`config.mk`:
```
export PLATFORM = sky130hd
export DESIGN_NAME = systolic_feeder
export DESIGN_NICKNAME = d
export VERILOG_FILES = /design/src/rtl/systolic_feeder.sv
export SDC_FILE = /design/constraint.sdc
export NUM_CORES = 1
export LEC_CHECK = 0
export BUFFER_PORTS_ARGS = -buffer_cell sky130_fd_sc_hd__buf_4
export CAP_MARGIN = 20
export CORE_MARGIN = 3
export CORE_UTILIZATION = 37
export CTS_CLUSTER_SIZE = 12
export DETAILED_ROUTE_END_ITERATION = 10
export HOLD_SLACK_MARGIN = 0.05
export PLACE_DENSITY = 0.59
export SYNTH_ARGS = -nofsm -noshare
export SYNTH_HDL_FRONTEND = slang
export SYNTH_SLANG_ARGS = --single-unit
```
`constraint.sdc`:
```
create_clock -name clk -period 7.3 [get_ports clk]
set_clock_uncertainty 0.05 [all_clocks]
set_input_delay 0.365 -clock clk [delete_from_list [all_inputs] [get_ports clk]]
set_output_delay 0.365 -clock clk [all_outputs]
set_load 0.05 [all_outputs]
```
`src/rtl/systolic_feeder.sv`:
```
// systolic_feeder: buffers K operand rows, then streams them diagonally skewed into the PE array with a zero-filled drain (skew enabled by FEEDER_SKEW_EN).
module systolic_feeder #(
  parameter int DATAWIDTH = 16,
  parameter int ARRAY_SIZE = 2,
  parameter int DEPTH = 4,
  parameter int DRAIN_CYCLES = 2
) (
  input  logic                            clk,
  input  logic                            rst,
  input  logic                            in_valid,
  output logic                            in_ready,
  input  logic [ARRAY_SIZE*DATAWIDTH-1:0] data_row_in,
  input  logic [ARRAY_SIZE*DATAWIDTH-1:0] weight_row_in,
  output logic [ARRAY_SIZE*DATAWIDTH-1:0] data_out,
  output logic [ARRAY_SIZE*DATAWIDTH-1:0] weight_out,
  output logic                            systolic_en,
  output logic                            busy,
  output logic                            done
);
  localparam int N = ARRAY_SIZE;
  localparam int K = DEPTH;
  localparam int W = DATAWIDTH;
`ifdef FEEDER_SKEW_EN
  localparam int L = K + N - 1;
  localparam bit SKEW = 1'b1;
`else
  localparam int L = K;
  localparam bit SKEW = 1'b0;
`endif
  localparam int T = L + DRAIN_CYCLES;
  localparam int CW = $clog2(T + 2);
  localparam int PW = $clog2(K) + 1;
  localparam int AW = K > 1 ? $clog2(K) : 1;

  typedef enum logic [1:0] {LOAD, STREAM, DRAIN, DONE} state_t;
  state_t state, state_nx;
  logic [PW-1:0] wr_ptr;
  logic [CW-1:0] cnt;
  logic [N*W-1:0] dbuf [K];
  logic [N*W-1:0] wbuf [K];
  logic [N*W-1:0] d_nx, w_nx;
  logic accept, run, en_nx;

  assign in_ready = state == LOAD || state == DONE;
  assign accept = in_valid && in_ready;
  assign run = state == STREAM || state == DRAIN;
  // cnt 0 is a setup cycle; beat t is registered while cnt == t, so en stops once cnt reaches T
  assign en_nx = run && cnt != CW'(T);

  always_comb begin
    state_nx = in_ready ? (accept && wr_ptr == PW'(K - 1) ? STREAM : LOAD)
             : state == STREAM ? (cnt == CW'(L) ? (DRAIN_CYCLES > 0 ? DRAIN : DONE) : STREAM)
             : (cnt == CW'(T) ? DONE : DRAIN);
  end

  for (genvar i = 0; i < N; i++) begin : g_lane
    localparam logic [CW:0] OFF = SKEW ? (CW+1)'(i) : '0;
    logic [CW:0] j;
    logic hit;
    assign j = {1'b0, cnt} - OFF;
    assign hit = en_nx && {1'b0, cnt} >= OFF && j < (CW+1)'(K);
    assign d_nx[i*W +: W] = hit ? dbuf[j[AW-1:0]][i*W +: W] : '0;
    assign w_nx[i*W +: W] = hit ? wbuf[j[AW-1:0]][i*W +: W] : '0;
  end

  always_ff @(posedge clk) begin
    if (rst) begin
      state <= LOAD;
      wr_ptr <= '0;
      cnt <= '0;
      data_out <= '0;
      weight_out <= '0;
      systolic_en <= 1'b0;
      busy <= 1'b0;
      done <= 1'b0;
    end else begin
      state <= state_nx;
      wr_ptr <= accept ? (wr_ptr == PW'(K - 1) ? '0 : wr_ptr + PW'(1)) : wr_ptr;
      cnt <= run ? cnt + CW'(1) : '0;
      data_out <= d_nx;
      weight_out <= w_nx;
      systolic_en <= en_nx;
      busy <= en_nx;
      done <= state_nx == DONE;
    end
  end

  always_ff @(posedge clk) begin
    if (accept) begin
      dbuf[wr_ptr[AW-1:0]] <= data_row_in;
      wbuf[wr_ptr[AW-1:0]] <= weight_row_in;
    end
  end
endmodule

```
==> flow_summary.toml, run 1 <==
[synthesis]
netlist-cell-type-count = 24
yosys.area.top_type = "edfxtp_1"
synth_nets = 596
synthAdderAreaFrac_pct = 0.8737
ys_warn_count = 0
synthCells = 521
muxShareOfSynthArea_pct = 12.58
ys.flop_type = "edfxtp_1"
synth_common_cells = "edfxtp_1, dfxtp_1, mux4_2"
synth-seq-cells = 330
yosys.area_share.simple_pct = 4.489
synth_compound_area_share_pct = 0.4150
synth_enable_flop_cells = 256
synth_seq_area_share_pct = 80.03
synth-xor-area-share_pct = 0.07645
synthTopCellsByArea = "edfxtp_1, dfxtp_1, mux4_2, nor2b_1, ha_1"
syn_avg_cell_area_um2 = 21.99
synth-async-reset-ratio_pct = 0
yosysTopAreaCellShare_pct = 67.10
synth_most_common_cell = "edfxtp_1"
syn_area_um2 = 11460
synth_top_family_by_area = "multiplexers"

[layout]
fin_nets = 815
final_core_util_pct = 48.79
drive_gt1_share_pct = 33.29
syn2layout_area_growth_pct = 28.24
n_antenna_cell = 0

[critical_path]
worstPathMaxFanout = 44
required_ns = 7.63
cp_slowest_stage_delay_ns = 0.80
crit_family = "buffers and inverters"
path_buf_inv = 2
critPathSlowestCell = "buf_4"
crit_chain = "buf_4 > inv_1 > ha_1 > nand2_1 > nand3b_1 > a21boi_0"
worstPathArrival_ns = 2.85
cp-start-kind = "register"
end_kind = "register"
crit_type = "reg -> reg"

[global_route]
gr-usage-met3_pct = 2.985
grt_pass1_vias = 5943
overflow = 0
grt_max_degree = 68
antenna_found_initial = 0
top_usage_layer = "met2"
grt_use_met1_pct = 17.35
track_usage_pct = 13.12
grt_use_met2_pct = 21.81
grt_pass1_wl_um = 33800

[timing]
period_needed_ns = 2.521
timing.hold.ws_ns = 0.1659
finalSetupViolCount = 0
max_freq_mhz = 396.6
timing.final.crit_share_pct = 34.54
grt_setup_unrepaired = "false"
slew_headroom_pct = 38.42
tightest_slew_ns = 0.9236
final.setup.tns_ns = 0
hold_violations = 0
finalMaxSlewViolations = 0

[status]
status = "finished clean"

[clocking]
clock-sinks = 330
cts_resized = 0
htreeDepth = 2
clk_pin_slew_worst_paths_ns = 0.06
insertion_delay_ns = 0.49
root_buffer = "clkbuf_16"
cts_tree = "done"
cts-buffers-inserted = 36
cts_max_path_buffers = 3
post_cts_buffers = 0

[place]
hpwlAfterDp_um = 11160
port_buffers = 134
gp_congestion = 0.6601

[detailed_routing]
drtIter0Drc = 290
drtAntennaViolNets = 0
wl_per_cell_um = 18.51
drc = 0
viasPerCell = 4.696
vias = 5428
routed_wirelength_um = 21400
drtPass1Iterations = 4

[floorplan]
die_h_um = 182.0
core_um2 = 30110
num_rows = 63
die_x_um = 182.0
io_pins = 135
start_util_pct = 38.05
die_area_um2 = 33110

[pwr]
p_leak_nw = 5.070
p_total_mw = 3.965
power_density_nw_per_um2 = 269.9
vdd_drop_max_mv = 0.2064

[run]
drv_cap = 0

[min_path]
hp-class = "in -> reg"
## state kept, by name, summed over array words and instances (netlist names)
signal,flops
data_out,32
busy,1
dbuf,128
wr_ptr,3
weight_out,32
state,2
done,1
wbuf,128
cnt,3
## metrics by stage
stage | setup slack, ns | instance area [um2] | cells
floorplan | 3.981 | 11460 | 521
global placement | 4.710 | 12830 | 1022
detailed placement | 4.659 | 12830 | 1022
CTS | 4.628 | 14590 | 1151
global route | 4.464 | 14690 | 1156
finish | 4.779 | 14690 | 1156
## what timing repair did
item	in CTS	in global routing
endpoints found under the hold margin	261	0
endpoints found under the setup margin	0	0
hold buffers	65	0
## per-layer routing
layer  routed length (um)  vias to the layer above
li1                     -                     2489
met1                 9035                     2753
met2                10670                      149
met3                 1211                       37
met4                  475                        0
met5                    0                        -
## worst min-delay path: stages
cell	delay (ns)
buf_4	0.14
nand4_1	0.09
a21oi_1	0.06
## worst paths after layout
check            start        end  slack [ns]  cells after the start
max reg2reg     cnt[0]       done        4.78                      6
min           in_valid  wr_ptr[0]        0.17                      3
max             cnt[0]       done        4.78                      6
min reg2reg  wr_ptr[2]  wr_ptr[2]        0.42                      1
## placed cells by master, fill, tap and decap left out, types with 2 or more instances in the layout
cell type	instances
edfxtp_1	256
dlygate4sd3_1	65
a211oi_1	2
and2b_1	10
dfxtp_4	2
bufinv_16	2
dfxtp_1	72
clkbuf_16	37
mux4_2	64
nor2b_1	54
inv_1	5
nand2_1	5
clkbuf_1	19
buf_12	5
nand4_1	2
nor3_1	2
nor3b_1	2
clkbuf_8	2
clkinv_2	2
buf_4	135
and3_4	4
ha_1	8
a21oi_1	3
## where the power goes
| group | leakage [nW] | total [mW] | internal (mW) | switching [mW] |
|---|---|---|---|---|
| logic | 1.59 | 0.170 | 0.0908 | 0.0790 |
| clock network | 0.535 | 1.69 | 1.03 | 0.662 |
| registers | 2.95 | 2.10 | 2.09 | 0.0130 |
## kinds of logic after synthesis
kind of cell / Yosys count
buf+inv: 29
flops: 330
xor+xnor: 1
simple gates: 82
compound gates: 7
mux: 64
fa+ha+maj: 8
## cell type report
cell class / count / area, um2
clock buffers: 58 / 1025
clock inverters: 6 / 82.58
fillers: 2533 / 15420
inverters: 5 / 18.77
multi-input cells: 162 / 2137
flip-flops and latches: 330 / 9176
well taps: 390 / 488.0
repair buffers: 205 / 1764
No activity file was read; power rests on OpenSTA's default activity.
==> inputs of run 2 (changes only) <==
--- a/config.mk
+++ b/config.mk
@@ -12,7 +12,7 @@
 export CTS_CLUSTER_SIZE = 12
 export DETAILED_ROUTE_END_ITERATION = 10
 export HOLD_SLACK_MARGIN = 0.05
-export PLACE_DENSITY = 0.59
+export PLACE_DENSITY = 0.61
 export SYNTH_ARGS = -nofsm -noshare
 export SYNTH_HDL_FRONTEND = slang
 export SYNTH_SLANG_ARGS = --single-unit
==> constraint.sdc (replaced) <==
create_clock -name clk -period 2.3 [get_ports clk]
set_clock_uncertainty 0.05 [all_clocks]
set_input_delay 0.115 -clock clk [delete_from_list [all_inputs] [get_ports clk]]
set_output_delay 0.115 -clock clk [all_outputs]
set_load 0.05 [all_outputs]
==> run 2 against run 1 <==
Net effect:
- final cell count grew 0.78%
- worst hold slack gained 0.15 ns
- sequential share of layout area shrank 0.32 points
- fmax grew 26%
- register-to-register slack lost 4.5 ns
- clock-buffer cell count is the same
- die area is the same
- via count grew 1.3%
- total power grew to 3.1 times the previous value
==> flow_summary.toml, run 2 (synthesis results as in run 1) <==
[floorplan]
die_area_um2 = 33110
io_pins = 135
start_util_pct = 38.05
die_x_um = 182.0
core_um2 = 30110
num_rows = 63
die_h_um = 182.0

[pwr]
p_switching_mw = 2.387
p_clk_share_pct = 41.7
p_comb_share_pct = 4.6
p_leak_nw = 5.113
vdd_drop_max_mv = 0.5509
share_seq_of_total_power_pct = 53.8
power_density_nw_per_um2 = 840.6
power.internal_mw = 10.03
sw_frac_of_total_pct = 19.23

[layout]
multi_input_area_um2 = 2136
syn2layout_area_growth_pct = 28.90
nFillCells = 2508
seq_area_um2 = 9176
layout_common_cells = "edfxtp_1, buf_4, dfxtp_1"
n_antenna_cell = 0
fin_nets = 824
final_core_util_pct = 49.04
layout_commonest_cell = "edfxtp_1"
drive_gt1_share_pct = 34.32
layout.cells.non_filler = 1165

[timing]
finalMaxSlewViolations = 0
final.setup.tns_ns = 0
timing.final.crit_share_pct = 87.00
period_needed_ns = 2.001
tightest_slew_ns = 0.4660
hold_violations = 0
max_freq_mhz = 499.7
timing.hold.ws_ns = 0.3140
finalSetupViolCount = 0
grt_setup_unrepaired = "false"
slew_headroom_pct = 68.93

[place]
gp_congestion = 0.7014
hpwlAfterDp_um = 13890
dp.cells = 1036
port_buffers = 134

[clocking]
root_buffer = "clkbuf_16"
cts_max_path_buffers = 3
cts_tree = "done"
post_cts_buffers = 0
htreeDepth = 2
cts-buffers-inserted = 35
clk_pin_slew_worst_paths_ns = 0.06
clock-sinks = 330
insertion_delay_ns = 0.49

[global_route]
grt_pass1_vias = 6142
grt_max_degree = 49
grt_pass1_wl_um = 35090
antenna_found_initial = 1
track_usage_pct = 13.65
overflow = 0

[critical_path]
crit_type = "reg -> reg"
cp_slowest_stage_delay_ns = 0.67
path_buf_inv = 2
crit_family = "simple AND/OR/NAND/NOR gates"
required_ns = 2.69
worstPathArrival_ns = 2.39
end_kind = "register"
worstPathMaxFanout = 22
crit_chain = "inv_1 > ha_2 > or3_2 > buf_4 > and2b_1"
cp-start-kind = "register"
critPathSlowestCell = "or3_2"

[detailed_routing]
drc = 0
drtPass1Iterations = 4
drtIter0Drc = 337
routed_wirelength_um = 22560
vias = 5498
drtAntennaViolNets = 0
viasPerCell = 4.719
wl_per_cell_um = 19.36

[min_path]
hp-class = "in -> reg"

[status]
status = "finished clean"

[run]
drv_cap = 0
[run 2: changes by cell type in the layout (fill, tap and decap cells not counted), sizes merged]
| cell | previous run | this run |
|---|---|---|
| clkinv | 3 | 5 |
| bufinv | 2 | 0 |
| buf | 140 | 149 |
| inv | 6 | 5 |
| dlygate4sd3 | 65 | 66 |
[run 2: power by group through the flow]
stage                     Sequential (mW)  Clock (mW)  Combinational [mW]
after floorplan                      6.80           0               0.215
after global placement               6.79           0               0.473
after detailed placement             6.80           0               0.486
after CTS                            6.68        5.31               0.582
after global routing                 6.68        5.59               0.615
final                                6.67        5.17               0.567
[run 2: cell type report]
class                           count  area share (%)
Multi-Input combinational cell    162           14.46
Clock inverter                      5          0.1610
Timing Repair Buffer              215           12.73
Inverter                            5          0.1271
Tap cell                          390           3.305
Sequential cell                   330           62.14
Clock buffer                       58           7.075
[run 2: metrics by stage]
stage / setup slack [ns] / total power, mW / cell area [um2]
floorplan: 0.07326 / 7.019 / 11480
global placement: 0.2979 / 7.258 / 13040
detailed placement: 0.2952 / 7.287 / 13040
CTS: 0.2892 / 12.57 / 14770
global route: 0.1921 / 12.89 / 14770
finish: 0.2990 / 12.41 / 14770
[run 2: final timing paths]
kind,from,endpoint,slack (ns),cells after the start
max reg2reg,state[1],data_out[23],0.30,5
min reg2reg,wr_ptr[2],wr_ptr[2],0.44,1
max,state[1],data_out[23],0.30,5
min,weight_row_in[0],wbuf[3][0],0.31,2
[run 2: routing by layer]
layer | wire (um) | global-route usage, %
met4 | 339 | 3.138
met5 | 13 | 0
met2 | 11710 | 24.12
met3 | 990 | 2.845
met1 | 9505 | 17.36
[run 2: timing repair]
item / CTS / global route
hold endpoints to repair: 266 / 0
resized for setup: 0 / 0
hold buffers: 66 / 0
